===== src/rtl/fp_pkg.sv =====
// Shared bfloat16 definitions for the operand path and the FP add/mul unit.
package fp_pkg;

  localparam int BF16_BIAS   = 127;
  localparam int BF16_EXP_W  = 8;
  localparam int BF16_FRAC_W = 7;

  typedef struct packed {
    logic       sign;
    logic [7:0] exp;
    logic [6:0] frac;
  } bf16_t;

  typedef enum logic {
    IDLE = 1'b0,
    NORM = 1'b1
  } state_t;

endpackage : fp_pkg


===== src/rtl/int_to_bf16.sv =====
// Signed integer to bfloat16 encoder. The magnitude is normalised one bit per
// clock by left-shifting until its MSB is set; the fraction is truncated.
module int_to_bf16
  import fp_pkg::*;
#(
  parameter int INT_W  = 16,
  parameter int EXP_W  = BF16_EXP_W,
  parameter int FRAC_W = BF16_FRAC_W,
  parameter int BIAS   = BF16_BIAS
) (
  input  logic             clk,
  input  logic             rst_n,
  input  logic             in_valid,
  input  logic [INT_W-1:0] in_int,
  output logic             in_ready,
  output logic             out_valid,
  output logic [INT_W-1:0] out
);

  localparam int CNT_W = $clog2(INT_W);
  // An unshifted magnitude has its top bit at weight 2^(INT_W-1).
  localparam logic [EXP_W-1:0] EXP_INIT = EXP_W'(BIAS + INT_W - 1);
  localparam logic [CNT_W-1:0] CNT_MAX  = CNT_W'(INT_W - 1);

  state_t           state, state_next;
  logic             sign;
  logic [INT_W-1:0] mag;
  logic [EXP_W-1:0] exp;
  logic [CNT_W-1:0] cnt;
  logic [INT_W-1:0] abs_in;
  bf16_t            result;

  // Two's-complement magnitude; the most negative input maps to its own bit pattern.
  assign abs_in = in_int[INT_W-1] ? (~in_int + 1'b1) : in_int;

  // Packed result once the hidden one sits in the MSB of mag.
  assign result = {sign, exp, mag[INT_W-2 -: FRAC_W]};

  assign in_ready = (state == IDLE);

  // State register.
  always_ff @(posedge clk or negedge rst_n) begin
    // NOTE: sequential state uses non-blocking assignments so every register
    // samples the pre-edge values, independent of statement order.
    if (!rst_n) state <= IDLE;
    else        state <= state_next;
  end

  // Next-state logic: leave NORM once the magnitude is zero or normalised.
  always_comb begin
    // NOTE: default assigned first so no path leaves state_next unassigned,
    // which would otherwise infer a latch.
    state_next = state;
    case (state)
      IDLE: if (in_valid) state_next = NORM;
      NORM: if ((mag == '0) || mag[INT_W-1]) state_next = IDLE;
      default: state_next = IDLE;
    endcase
  end

  // Datapath: capture on accept, shift/decrement while normalising, emit result.
  always_ff @(posedge clk or negedge rst_n) begin
    if (!rst_n) begin
      sign      <= 1'b0;
      mag       <= '0;
      exp       <= '0;
      cnt       <= '0;
      out       <= '0;
      out_valid <= 1'b0;
    end else begin
      out       <= '0;
      out_valid <= 1'b0;
      case (state)
        IDLE: begin
          if (in_valid) begin
            sign <= in_int[INT_W-1];
            mag  <= abs_in;
            exp  <= EXP_INIT;
            cnt  <= '0;
          end
        end
        NORM: begin
          if (mag == '0) begin
            out_valid <= 1'b1;
          end else if (mag[INT_W-1]) begin
            out       <= result;
            out_valid <= 1'b1;
          end else begin
            mag <= mag << 1;
            exp <= exp - 1'b1;
            if (cnt != CNT_MAX) cnt <= cnt + 1'b1;
          end
        end
        default: ;
      endcase
    end
  end

endmodule : int_to_bf16


===== config.mk =====
export PLATFORM = sky130hd
export DESIGN_NAME = int_to_bf16
export DESIGN_NICKNAME = d
export VERILOG_FILES = /design/src/rtl/fp_pkg.sv /design/src/rtl/int_to_bf16.sv
export SDC_FILE = /design/constraint.sdc
export NUM_CORES = 1
export LEC_CHECK = 0
export BUFFER_PORTS_ARGS = -buffer_cell sky130_fd_sc_hd__buf_2
export CAP_MARGIN = 20
export CORE_MARGIN = 5
export CORE_UTILIZATION = 56
export DETAILED_ROUTE_END_ITERATION = 8
export PLACE_DENSITY = 0.85
export SLEW_MARGIN = 0
export SYNTH_ARGS = -nofsm -noshare
export SYNTH_HDL_FRONTEND = slang
export SYNTH_SLANG_ARGS = --single-unit

===== constraint.sdc =====
create_clock -name clk -period 2.2 [get_ports clk]
set_input_delay 0.33 -clock clk [delete_from_list [all_inputs] [get_ports clk]]
set_output_delay 0.33 -clock clk [all_outputs]
set_load 0.05 [all_outputs]

======== After elaboration in Yosys (flattened, before gate mapping) ========
Index checks and enable logic that the tools add are counted.
storage, ports and cells
  flip-flop bits (word level) ............. 43
  bits in latches ......................... 0
  bits in writable memories ............... 0
  memory bits (read-only) ................. 0
  logic and storage cells ................. 37
  memories kept ........................... 0
cells by class
  add/sub/neg operators ................... 2
  $mul .................................... 0
  divide/modulo/power cells ............... 0
  order comparisons ....................... 0
  eq/ne operators ......................... 3
  shifts and indexed selects .............. 0
  muxes and demuxes ....................... 18
  bitwise logic cells ..................... 2
  reductions and logical operators ........ 5
operators by type and width
  kind                     number
  $mux W16                 7
  $pmux W16 S2             1
  $mux W8                  3
  $add A16 B1 Y16 const B  1
  $logic_not A16 Y1        1
  $not A16 Y16             1
  $pmux W8 S2              1
  $sub A8 B1 Y8 const B    1
  $ne A2 B2 Y1 const B     3
  $mux W1                  5
  $reduce_and A2 Y1        2
  $reduce_and A3 Y1        1
  $pmux W1 S2              1
  $logic_or A1 B1 Y1       1
  $not A1 Y1               1

======== Longest topological paths before layout ========
Gate-level depths: netlist of the first run.
  word-level depth ........................ 5
  depth in mapped cells ................... 6
  depth with buffers taken out ............ 6

======== Least setup slack after synthesis of the first run ========
OpenSTA, ideal clock, no wires.
  kind .................................... input to register
  start ................................... input in_int[4]
  end ..................................... register mag[14]
  data arrival time ....................... 1.750 ns
  required time ........................... 2.130 ns
  setup slack ............................. 0.380 ns
  cell stages on the path ................. 5
  buffers on the path ..................... 1
  path through ............................ or4_1 buf_2 or2_0 or4_1 nand3_1
on the way
  word-level cells in the longest chain between the ends .. 5
RTL lines
  item                  RTL line           source
  from (decl)           int_to_bf16.sv:14  input logic [INT_W-1:0] in_int,
  $not A16 Y16          int_to_bf16.sv:34  assign abs_in = in_int[INT_W-1] ? (~in_int + 1'b1) : in_int;
  $add A16 B1 Y16       int_to_bf16.sv:34
  $mux W16              int_to_bf16.sv:34
  $mux W16              int_to_bf16.sv:75  if (in_valid) begin
  $pmux W16 S2          int_to_bf16.sv:73  case (state)
  to (signal assigned)  int_to_bf16.sv:77  mag <= abs_in;
  to (signal assigned)  int_to_bf16.sv:89  mag <= mag << 1;
  to (decl)             int_to_bf16.sv:27  logic [INT_W-1:0] mag;
No other way between the ends. The select of a mux whose other input is x is not followed.
A chain may end at the register's enable or synchronous reset.

======== Worst setup path after layout of the first run ========
  start ................................... register state
  end ..................................... register mag[13]
on the way
  word-level cells in the longest chain between the ends .. 3
  elaborated cells between the ends (all ways) .. 6
  classes of those cells .................. eq/ne: 3; mux: 1; bitwise: 1; reduce/logical: 1
RTL lines
  item                                RTL line           source
  from (decl)                         int_to_bf16.sv:25  state_t state, state_next;
  from (signal assigned)              int_to_bf16.sv:46  else state <= state_next;
  $not A1 Y1 (no source line)         --
  $ne A2 B2 Y1 (no source line)       --
  $reduce_and A3 Y1 (no source line)  --
Parallel ways exist; a longest one is shown, timed or not.

==> results of run 1 <==
-- registers in the layout, indices dropped and copies added, names as in the netlist --
signal / cells
state: 1
out_valid: 1
exp: 8
sign: 1
mag: 16
out: 16
-- timing repair --
action,in CTS,in global routing
hold buffers,1,0
setup buffers,0,0
endpoints found under the hold margin,20,0
-- layer usage --
| layer | wire length [um] | GRT usage [%] | part of all wire [%] |
|---|---|---|---|
| met5 | 0 | 0 | 0 |
| met4 | 104 | 9.26 | 2.1 |
| met3 | 336 | 4.79 | 6.7 |
| met2 | 2450 | 33.7 | 49 |
| met1 | 2120 | 26.8 | 42 |
-- logic make-up (layout without fill, tap and decap cells) --
family	count (synthesis)	after routing	share of synthesized area [%]
XOR/XNOR	9	9	3.51
buffers and inverters	26	64	4.40
AND/OR/NAND/NOR	99	99	24.0
AO/OA/AOI/OAI	45	45	14.3
adder cells (fa/ha/maj)	2	2	1.11
multiplexers	10	10	4.74
flip-flops	43	43	47.9
-- how the worst max path moves through the flow --
stage / startpoint / endpoint / slack (ns) / cells after the start
finish: state / mag[13] / 0.36 / 6
detailed placement: in_int[4] / mag[14] / 0.17 / 5
floorplan: in_int[4] / mag[14] / 0.38 / 5
global placement: in_int[4] / mag[14] / 0.19 / 5
global route: state / exp[7] / 0.24 / 5
CTS: exp[1] / exp[7] / 0.36 / 4
-- cell type report --
class / instances / area [um2] / share of cell area, %
flip-flops and latches: 43 / 1080 / 41.6
multi-input cells: 165 / 1070 / 41.4
repair buffers: 46 / 258 / 9.97
clock buffers: 7 / 76.3 / 2.95
well taps: 50 / 62.6 / 2.42
inverters: 10 / 37.5 / 1.45
clock inverters: 1 / 5.00 / 0.194
-- metrics by stage --
stage               utilization (%)  instances
global placement               63.2        313
CTS                            65.6        322
finish                         65.6        322
detailed placement             63.2        313
floorplan                         -        234
global route                   65.6        322
-- cells in the final DEF (no fill, tap or decap), types with 2 or more instances in the layout --
cell and count:
dfrtp_1 43, buf_2 36, nand2_1 23, and3_1 13, nor2_1 11, inv_1 10
o21ai_0 10, nor4_1 9, buf_4 9, xor2_1 8, nand2b_1 7, nand3_1 7
or4_1 6, or3_1 6, a22oi_1 5, o211ai_1 5, nor3b_1 5, o31ai_1 5
mux2_2 5, mux2i_1 5, clkbuf_8 5, nor3_1 4, nor2b_1 3, o41ai_1 3
o22ai_1 3, a21oi_1 3, o311a_1 2, o221ai_1 2, ha_1 2, clkbuf_1 2
-- worst min-delay path, delay by kind of cell --
kind                   cells  cell delay (ns)
and+or+nand+nor            1             0.06
AOI/OAI and AO/OA          1             0.08
buffers and inverters      1             0.13
-- power by group --
group	switching (mW)	leakage, nW	internal (mW)
Combinational	0.949	0.637	0.506
Clock	0.257	0.0422	0.223
Sequential	0.230	0.546	1.06
==> flow_metrics.env, run 1 <==
export IMPL_max_clock_freq_ghz=0.544
export IMPL_async_flop_share_pct=100
export IMPL_cts_max_level=2
export IMPL_synthTopCellsByArea="dfrtp_1 48%, nand2_1 3.8%, and3_1 3.6%, xor2_1 3.1%, mux2_2 2.5%"
export IMPL_wl_um=5000
export IMPL_min_to="mag[14]"
export IMPL_max_slew_worst_pin_slew_ns=0.564
export IMPL_clkTransAtPathRegs_ns=0.08
export IMPL_synth_cells=234
export IMPL_wl_per_cell_um=15.5
export IMPL_fill_cells=342
export IMPL_cp_slowest_stage_delay_ns=0.52
export IMPL_preCtsSetupSlack_ns=0.167
export IMPL_min_path_type="in2reg"
export IMPL_min_period_ns=1.84
export IMPL_gp_congestion=0.882
export IMPL_power_per_cell_area_nw_per_um2=1250
export IMPL_yosys_top_cells_count="43 x dfrtp_1, 23 x nand2_1, 14 x clkbuf_1"
export IMPL_numCtsBuffers=5
export IMPL_dpl_cell_area_um2=2490
export IMPL_regToRegEndpoint="mag[13]"
export IMPL_setup_viol=0
export IMPL_cp_top_family="simple AND/OR/NAND/NOR gates"
export IMPL_pin_count=37
export IMPL_final_period_utilization_pct=83.6
export IMPL_dr_pass1_iters=4
export IMPL_grt_max_degree=32
export IMPL_tns_ns=0
export IMPL_slew_headroom_pct=62.4
export IMPL_dr_total_vias=1914
export IMPL_path_cells="buf_4 > nand2b_1 > buf_4 > nor2_1 > nand3_1 > nand3_1"
export IMPL_cap_violations=0
export IMPL_antenna_found_initial=0
export IMPL_avgViaCountPerCell=5.94
export IMPL_clockRootBuffer="clkbuf_8"
export IMPL_finalHoldViolations=0
export IMPL_drt_iter0_drc=144
export IMPL_synth_edff_count=0
export IMPL_finClkSkew_ns=0.00845
export IMPL_critical_path_required_ns=2.38
export IMPL_detail_route_antenna_nets=0
export IMPL_die_h_um=73.3
export IMPL_cp_arrival_ns=2.02
export IMPL_setup_slack_ns=0.361
export IMPL_p_total_mw=3.23
export IMPL_clockBufferDepth=2
export IMPL_finalHoldWorstSlack_ns=0.334
export IMPL_cp_max_fo=31
export IMPL_synth_largest_area_cell="dfrtp_1"
export IMPL_r2r_start="state"
export IMPL_cts_tree="built"
export IMPL_cellLeakagePower_nw=1.23
export IMPL_clock_latency_ns=0.30
export IMPL_initial_core_util_pct=56.9
export IMPL_critPathSlowestCell="dfrtp_1"
export IMPL_grt_overflow_total=0
export IMPL_synthFlopType="dfrtp_1"
export IMPL_worstHoldStart="in_int[13]"
export IMPL_synth_most_common_cell="dfrtp_1"
export IMPL_ctsResizeCount=0
export IMPL_yosysWarnings=0
export IMPL_cts_sinks=43
export IMPL_rsz0062_at_grt="no"
export IMPL_grt_first_pass_wirelength_um=8490
export IMPL_final_cell_area_um2=2580
export IMPL_slew_violations=0
export IMPL_cp_num_buf_inv=2
export IMPL_drive_gt1_share_pct=21.0
export IMPL_diodes=0
export IMPL_synth_nets=255
export IMPL_portBuffers=36
export IMPL_crit_type="reg2reg"
export IMPL_row_count=23
export IMPL_final_nets=292
export IMPL_synth_seq_area_share_pct=47.9
export IMPL_reg2reg_depth=6
export IMPL_fp_dieArea_um2=5370
export IMPL_grt_pass1_vias=1802
export IMPL_drc=0
export IMPL_grtUsageTotal_pct=20.9
export IMPL_outcome="finished, final reports clean"
export IMPL_ys_ff_latch=43
export IMPL_die_w_um=73.3
export IMPL_min_path_cells=3
export IMPL_dp_hpwl_um=3730
export IMPL_syn2layout_area_growth_pct=15.2
export IMPL_critPathCaptureType="flip-flop"
export IMPL_cp_start_kind="flip-flop"
export IMPL_reg2reg_slack_ns=0.36
export IMPL_syn_area_per_cell_um2=9.59
export IMPL_yosysUniqueCellTypes=42
export IMPL_synth_area_um2=2240
export IMPL_core_area_um2=3940
export IMPL_yosysTopAreaCellShare_pct=47.9
export IMPL_vdd_ir_drop_worst_uv=482
No activity file was read; power rests on OpenSTA's default activity.
==> inputs of run 2 (changes only) <==
ABC_AREA = 1   (was not set)
clock period = 1.85 ns   (was 2.2 ns; I/O delays follow)
==> run 2 against run 1 <==
  * Clock power grew 18%
  * Area after synthesis shrank 0.84%
  * Combinational power grew 27%
  * Sequential power grew 20%
  * Largest power group unchanged
==> flow_metrics.env, run 2 <==
export IMPL_syn2layout_area_growth_pct=14.1
export IMPL_final_period_utilization_pct=92.6
export IMPL_drive_gt1_share_pct=16.8
export IMPL_finClkSkew_ns=0.00211
export IMPL_initial_core_util_pct=56.9
export IMPL_synthFlopType="dfrtp_1"
export IMPL_pin_count=37
export IMPL_slew_violations=0
export IMPL_outcome="finished, final reports clean"
export IMPL_cp_top_family="buffers and inverters"
export IMPL_drc=0
export IMPL_ctsResizeCount=0
export IMPL_row_count=23
export IMPL_reg2reg_slack_ns=0.22
export IMPL_cp_start_kind="flip-flop"
export IMPL_syn_area_per_cell_um2=7.44
export IMPL_critPathCaptureType="primary output"
export IMPL_wl_per_cell_um=11.9
export IMPL_routed_top_layer="met4"
export IMPL_cts_max_level=2
export IMPL_core_area_um2=3910
export IMPL_cap_violations=0
export IMPL_fp_dieArea_um2=5340
export IMPL_dr_pass1_iters=4
export IMPL_wl_met3_um=263
export IMPL_post_route_util_pct=64.9
export IMPL_cp_num_buf_inv=3
export IMPL_clock_latency_ns=0.29
export IMPL_layout_common_cells="74 x nand2_1, 50 x nor2_1, 43 x dfrtp_1"
export IMPL_gp_congestion=0.879
export IMPL_clockBufferDepth=2
export IMPL_die_h_um=73.0
export IMPL_ys_ff_latch=43
export IMPL_dp_hpwl_um=3460
export IMPL_multiInputGateArea_um2=948
export IMPL_synth_cells=299
export IMPL_top_regs="mag (16), out (16), exp (8)"
export IMPL_cts_tree="built"
export IMPL_vdd_ir_drop_worst_uv=518
export IMPL_synth_most_common_cell="nand2_1"
export IMPL_grt_pass1_vias=1906
export IMPL_synth_compound_area_share_pct=8.32
export IMPL_postCtsHoldBufs=0
export IMPL_grt_first_pass_wirelength_um=8170
export IMPL_diodes=0
export IMPL_yosysTopAreaCellShare_pct=48.3
export IMPL_detail_route_antenna_nets=0
export IMPL_grtUsageTotal_pct=19.9
export IMPL_power_per_cell_area_nw_per_um2=1570
export IMPL_min_period_ns=1.71
export IMPL_yosys_top_cells_count="74 x nand2_1, 50 x nor2_1, 43 x dfrtp_1"
export IMPL_cts_setup_buffers=0
export IMPL_synth_top_family_by_area="simple AND/OR/NAND/NOR gates"
export IMPL_final_nets=360
export IMPL_async_flop_share_pct=100
export IMPL_min_path_type="in2async"
export IMPL_synth_simple_area_share_pct=31.2
export IMPL_yosysWarnings=0
export IMPL_synth_nets=320
export IMPL_fill_cells=361
export IMPL_portBuffers=36
export IMPL_rsz0062_at_grt="no"
export IMPL_synth_xor_area_share_pct=1.97
export IMPL_finalHoldViolations=0
export IMPL_r2r_start="mag[15]"
export IMPL_synthTopCellsByArea="dfrtp_1 48%, nand2_1 12%, nor2_1 8.4%, nand3_1 8.1%, inv_1 6.2%"
export IMPL_tns_ns=0
export IMPL_dr_wl_met2_um=2140
export IMPL_critPathSlowestCell="dfrtp_1"
export IMPL_area_sequential_um2=1080
export IMPL_grt_max_degree=44
export IMPL_slew_headroom_pct=65.5
export IMPL_max_slew_worst_pin_slew_ns=0.517
export IMPL_cts_sinks=43
export IMPL_p_total_mw=3.99
export IMPL_regToRegEndpoint="exp[7]"
export IMPL_antenna_found_initial=0
export IMPL_max_clock_freq_ghz=0.584
export IMPL_cp_arrival_ns=1.44
export IMPL_endpoint="in_ready"
export IMPL_drt_met1_wl_um=2120
export IMPL_reg2reg_depth=9
export IMPL_synthMuxAreaShare_pct=0
export IMPL_critical_path_required_ns=1.57
export IMPL_synth_seq_area_share_pct=48.3
export IMPL_cp_startpoint="state"
export IMPL_final_common_cell="nand2_1"
export IMPL_crit_cells=3
export IMPL_path_cells="inv_2 > buf_4 > buf_2"
export IMPL_wl_um=4650
export IMPL_crit_type="reg2out"
export IMPL_avgViaCountPerCell=5.08
export IMPL_clkTransAtPathRegs_ns=0.08
export IMPL_synth_area_um2=2230
export IMPL_cp_slowest_stage_delay_ns=0.47
export IMPL_layout_cells_non_filler=390
export IMPL_synth_largest_area_cell="dfrtp_1"
export IMPL_cp_max_fo=8
export IMPL_drt_iter0_drc=138
export IMPL_synthAdderAreaFrac_pct=1.12
export IMPL_clockRootBuffer="clkbuf_8"
export IMPL_setup_viol=0
export IMPL_grt_overflow_total=0
export IMPL_dr_total_vias=1983
export IMPL_dp_cells=382
export IMPL_die_w_um=73.0
export IMPL_numCtsBuffers=5
export IMPL_cellLeakagePower_nw=1.39
export IMPL_yosysUniqueCellTypes=23
export IMPL_synth_edff_count=0
## run 2: cell count changes after synthesis, moves of 7 or more
cell / previous run / this run
and3_1: 13 / 0
clkbuf_1: 14 / 3
inv_1: 10 / 37
nand2_1: 23 / 74
nand2b_1: 7 / 0
nand3_1: 7 / 36
nor2_1: 11 / 50
nor4_1: 9 / 0
o21ai_1: 0 / 10
## run 2: metrics by stage
step / setup WS [ns] / area [um2] / hold slack (ns)
after CTS: 0.151 / 2540 / 0.0608
after global placement: 0.264 / 2460 / 0.366
final: 0.137 / 2540 / 0.0460
after floorplan: 0.306 / 2230 / -0.0181
after global routing: 0.0492 / 2540 / 0.0884
after detailed placement: 0.216 / 2460 / 0.374
## run 2: how the worst min path moves through the flow
stage / end / slack (ns) / cells past startpoint
after global placement: out[7] / 0.37 / 2
after CTS: out[8] / 0.06 / 2
final: out[9] / 0.05 / 2
after detailed placement: out[8] / 0.37 / 2
after global routing: out[9] / 0.09 / 2
after floorplan: exp[0] / -0.02 / 0
## run 2: worst reg2reg max path: stages (launching register included)
cell and delay (ns):
dfrtp_1 0.43, nor2_1 0.14, nand3_1 0.09, nor2_1 0.10
nand2_1 0.09, nand2_2 0.11, nand2_2 0.19, buf_4 0.23
o21ai_1 0.07, o21ai_1 0.07
## run 2: cell type report
cell class	count	share of cell area, %
inverter	39	5.76
sequential	43	42.4
multi-input combinational	208	37.3
timing repair buffer	42	8.87
tap	50	2.46
clock inverter	1	0.197
clock buffer	7	3.00
## run 2: cell families (layout without fill, tap and decap cells)
family,after synthesis,in the layout
simple gates,168,168
buf+inv,48,89
flops,43,43
compound gates,33,33
xor+xnor,5,5
fa+ha+maj,2,2
## run 2: where the power goes
group | leakage, nW | switching [mW] | internal, mW | total, mW
Clock | 0.0422 | 0.302 | 0.265 | 0.566
Combinational | 0.793 | 1.29 | 0.571 | 1.86
Sequential | 0.551 | 0.250 | 1.30 | 1.55
## run 2: per-layer routing
layer | vias to the layer above | track usage [%]
met1 | 901 | 25.4
met3 | 11 | 3.86
li1 | 1017 | -
met2 | 54 | 32.3
met4 | 0 | 9.84
met5 | - | 0
==> inputs of run 3 (changes only) <==
BUFFER_PORTS_ARGS = not set   (was -buffer_cell sky130_fd_sc_hd__buf_2)
CORE_UTILIZATION = 62   (was 56)
DONT_BUFFER_PORTS = 1   (was not set)
PLACE_DENSITY = 0.84   (was 0.85)
==> run 3 against run 2 <==
  * Highest routed layer unchanged
  * Worst hold slack improved by 0.054 ns
  * Utilization up 4.6 points
  * Largest power group is now registers
  * Sequential power rose by 20%
==> flow_metrics.env, run 3 (synthesis results as in run 2) <==
export IMPL_outcome="finished, final reports clean"
export IMPL_max_clock_freq_ghz=0.599
export IMPL_top_regs="mag (16), out (16), exp (8)"
export IMPL_cp_slowest_stage_delay_ns=0.45
export IMPL_finalHoldViolations=0
export IMPL_critPathCaptureType="flip-flop"
export IMPL_cap_violations=0
export IMPL_avgViaCountPerCell=5.42
export IMPL_wl_um=4900
export IMPL_final_nets=326
export IMPL_tns_ns=0
export IMPL_cp_start_kind="flip-flop"
export IMPL_grt_first_pass_wirelength_um=8650
export IMPL_cts_sinks=43
export IMPL_cts_tree="built"
export IMPL_grt_overflow_total=0
export IMPL_grt_pass1_vias=1861
export IMPL_pin_count=37
export IMPL_clockBufferDepth=2
export IMPL_slew_headroom_pct=68.0
export IMPL_clockRootBuffer="clkbuf_4"
export IMPL_cp_top_family="simple AND/OR/NAND/NOR gates"
export IMPL_syn2layout_area_growth_pct=6.58
export IMPL_slew_violations=0
export IMPL_p_int_mw=2.04
export IMPL_cts_setup_buffers=0
export IMPL_min_path_type="in2reg"
export IMPL_clkPwrFrac_pct=13.4
export IMPL_cellLeakagePower_nw=1.23
export IMPL_die_h_um=69.9
export IMPL_grt_max_degree=44
export IMPL_antenna_found_initial=0
export IMPL_cp_arrival_ns=1.91
export IMPL_min_period_ns=1.67
export IMPL_seqPwrFrac_pct=48.0
export IMPL_dp_hpwl_um=3590
export IMPL_critical_path_required_ns=2.09
export IMPL_dr_pass1_iters=5
export IMPL_crit_type="reg2reg"
export IMPL_cts_max_level=2
export IMPL_vdd_ir_drop_worst_uv=595
export IMPL_die_w_um=69.9
export IMPL_grtUsageTotal_pct=22.2
export IMPL_finClkSkew_ns=0.00619
export IMPL_final_cell_area_um2=2370
export IMPL_final_common_cell="nand2_1"
export IMPL_setup_viol=0
export IMPL_power_per_cell_area_nw_per_um2=1640
export IMPL_clock_latency_ns=0.35
export IMPL_final_period_utilization_pct=90.3
export IMPL_power_switching_mw=1.84
export IMPL_drc=0
export IMPL_diodes=0
export IMPL_max_slew_worst_pin_slew_ns=0.480
export IMPL_critPathMostFrequentCell="nor2_1"
export IMPL_path_cells="nor2_1 > nand3_1 > nor2_1 > nand2_1 > nand2_2 > nand2_2 > buf_4 > nor2_1 > a21oi_1"
export IMPL_fp_dieArea_um2=4890
export IMPL_critPathSlowestCell="dfrtp_1"
export IMPL_gp_congestion=0.787
export IMPL_portBuffers=0
export IMPL_drive_gt1_share_pct=7.52
export IMPL_drt_iter0_drc=145
export IMPL_cp_max_fo=16
export IMPL_ctsResizeCount=0
export IMPL_detail_route_antenna_nets=0
export IMPL_rsz0062_at_grt="no"
export IMPL_post_route_util_pct=69.5
export IMPL_cp_num_buf_inv=1
export IMPL_pwr_share_comb_pct=38.7
export IMPL_dpl_cell_area_um2=2270
export IMPL_clkTransAtPathRegs_ns=0.12
export IMPL_sw_frac_of_total_pct=47.5
export IMPL_initial_core_util_pct=65.2
export IMPL_layout_common_cells="74 x nand2_1, 50 x nor2_1, 43 x dfrtp_1"
export IMPL_row_count=21
export IMPL_dr_total_vias=1908
export IMPL_wl_per_cell_um=13.9
export IMPL_core_area_um2=3420
export IMPL_numCtsBuffers=5
-- run 3: cell count changes in the layout (fill, tap and decap cells not counted) --
cell and delta:
buf_2 -36, clkinv_2 -1, clkbuf_1 -1, buf_12 +1, dlygate4sd3_1 +1, clkbuf_4 +5
clkbuf_8 -3
-- run 3: routing by layer --
| metal | share of wire, % | vias to the layer above | track usage, % |
|---|---|---|---|
| met5 | 0 | - | 0 |
| li1 | - | 950 | - |
| met4 | 1.4 | 0 | 8.30 |
| met2 | 50 | 67 | 36.2 |
| met1 | 42 | 883 | 28.2 |
| met3 | 7.2 | 8 | 5.88 |
-- run 3: area by class of cell --
cell class | instances | area (um2)
fill | 292 | 1040
timing repair buffer | 8 | 75.1
inverter | 39 | 146
tap | 46 | 57.6
multi-input combinational | 208 | 948
sequential | 43 | 1080
clock buffer | 8 | 68.8
-- run 3: through the flow --
step / std cells / hold WS, ns / total power [mW] / setup WS [ns]
after global placement: 342 / -0.0170 / 3.26 / 0.240
final: 352 / 0.0999 / 3.88 / 0.180
after detailed placement: 342 / -0.0170 / 3.34 / 0.205
after floorplan: 299 / -0.0181 / 2.99 / 0.306
after global routing: 352 / 0.108 / 4.20 / 0.000476
after CTS: 352 / 0.0915 / 3.87 / 0.176
-- run 3: what timing repair did --
action	in CTS	in global routing
endpoints found under the hold margin	43	0
hold buffers	2	0
setup endpoints to repair	0	0
-- run 3: final timing paths --
| kind | cells past startpoint | endpoint | slack [ns] | from |
|---|---|---|---|---|
| min in group asynchronous | 2 | out[11] | 0.38 | rst_n |
| max reg2reg | 9 | mag[11] | 0.18 | mag[15] |
| min | 2 | mag[0] | 0.1 | in_int[0] |
| max in group asynchronous | 2 | mag[6] | 1.27 | rst_n |
| max | 9 | mag[11] | 0.18 | mag[15] |
| min reg2reg | 1 | exp[0] | 0.51 | exp[0] |
-- run 3: power groups by stage --
stage / combinational (mW) / clock [mW] / sequential, mW
3_5_place_dp: 1.46 / 0 / 1.88
6_report: 1.50 / 0.518 / 1.86
5_1_grt: 1.72 / 0.575 / 1.91
3_3_place_gp: 1.40 / 0 / 1.86
2_1_floorplan: 1.18 / 0 / 1.81
4_1_cts: 1.49 / 0.518 / 1.86
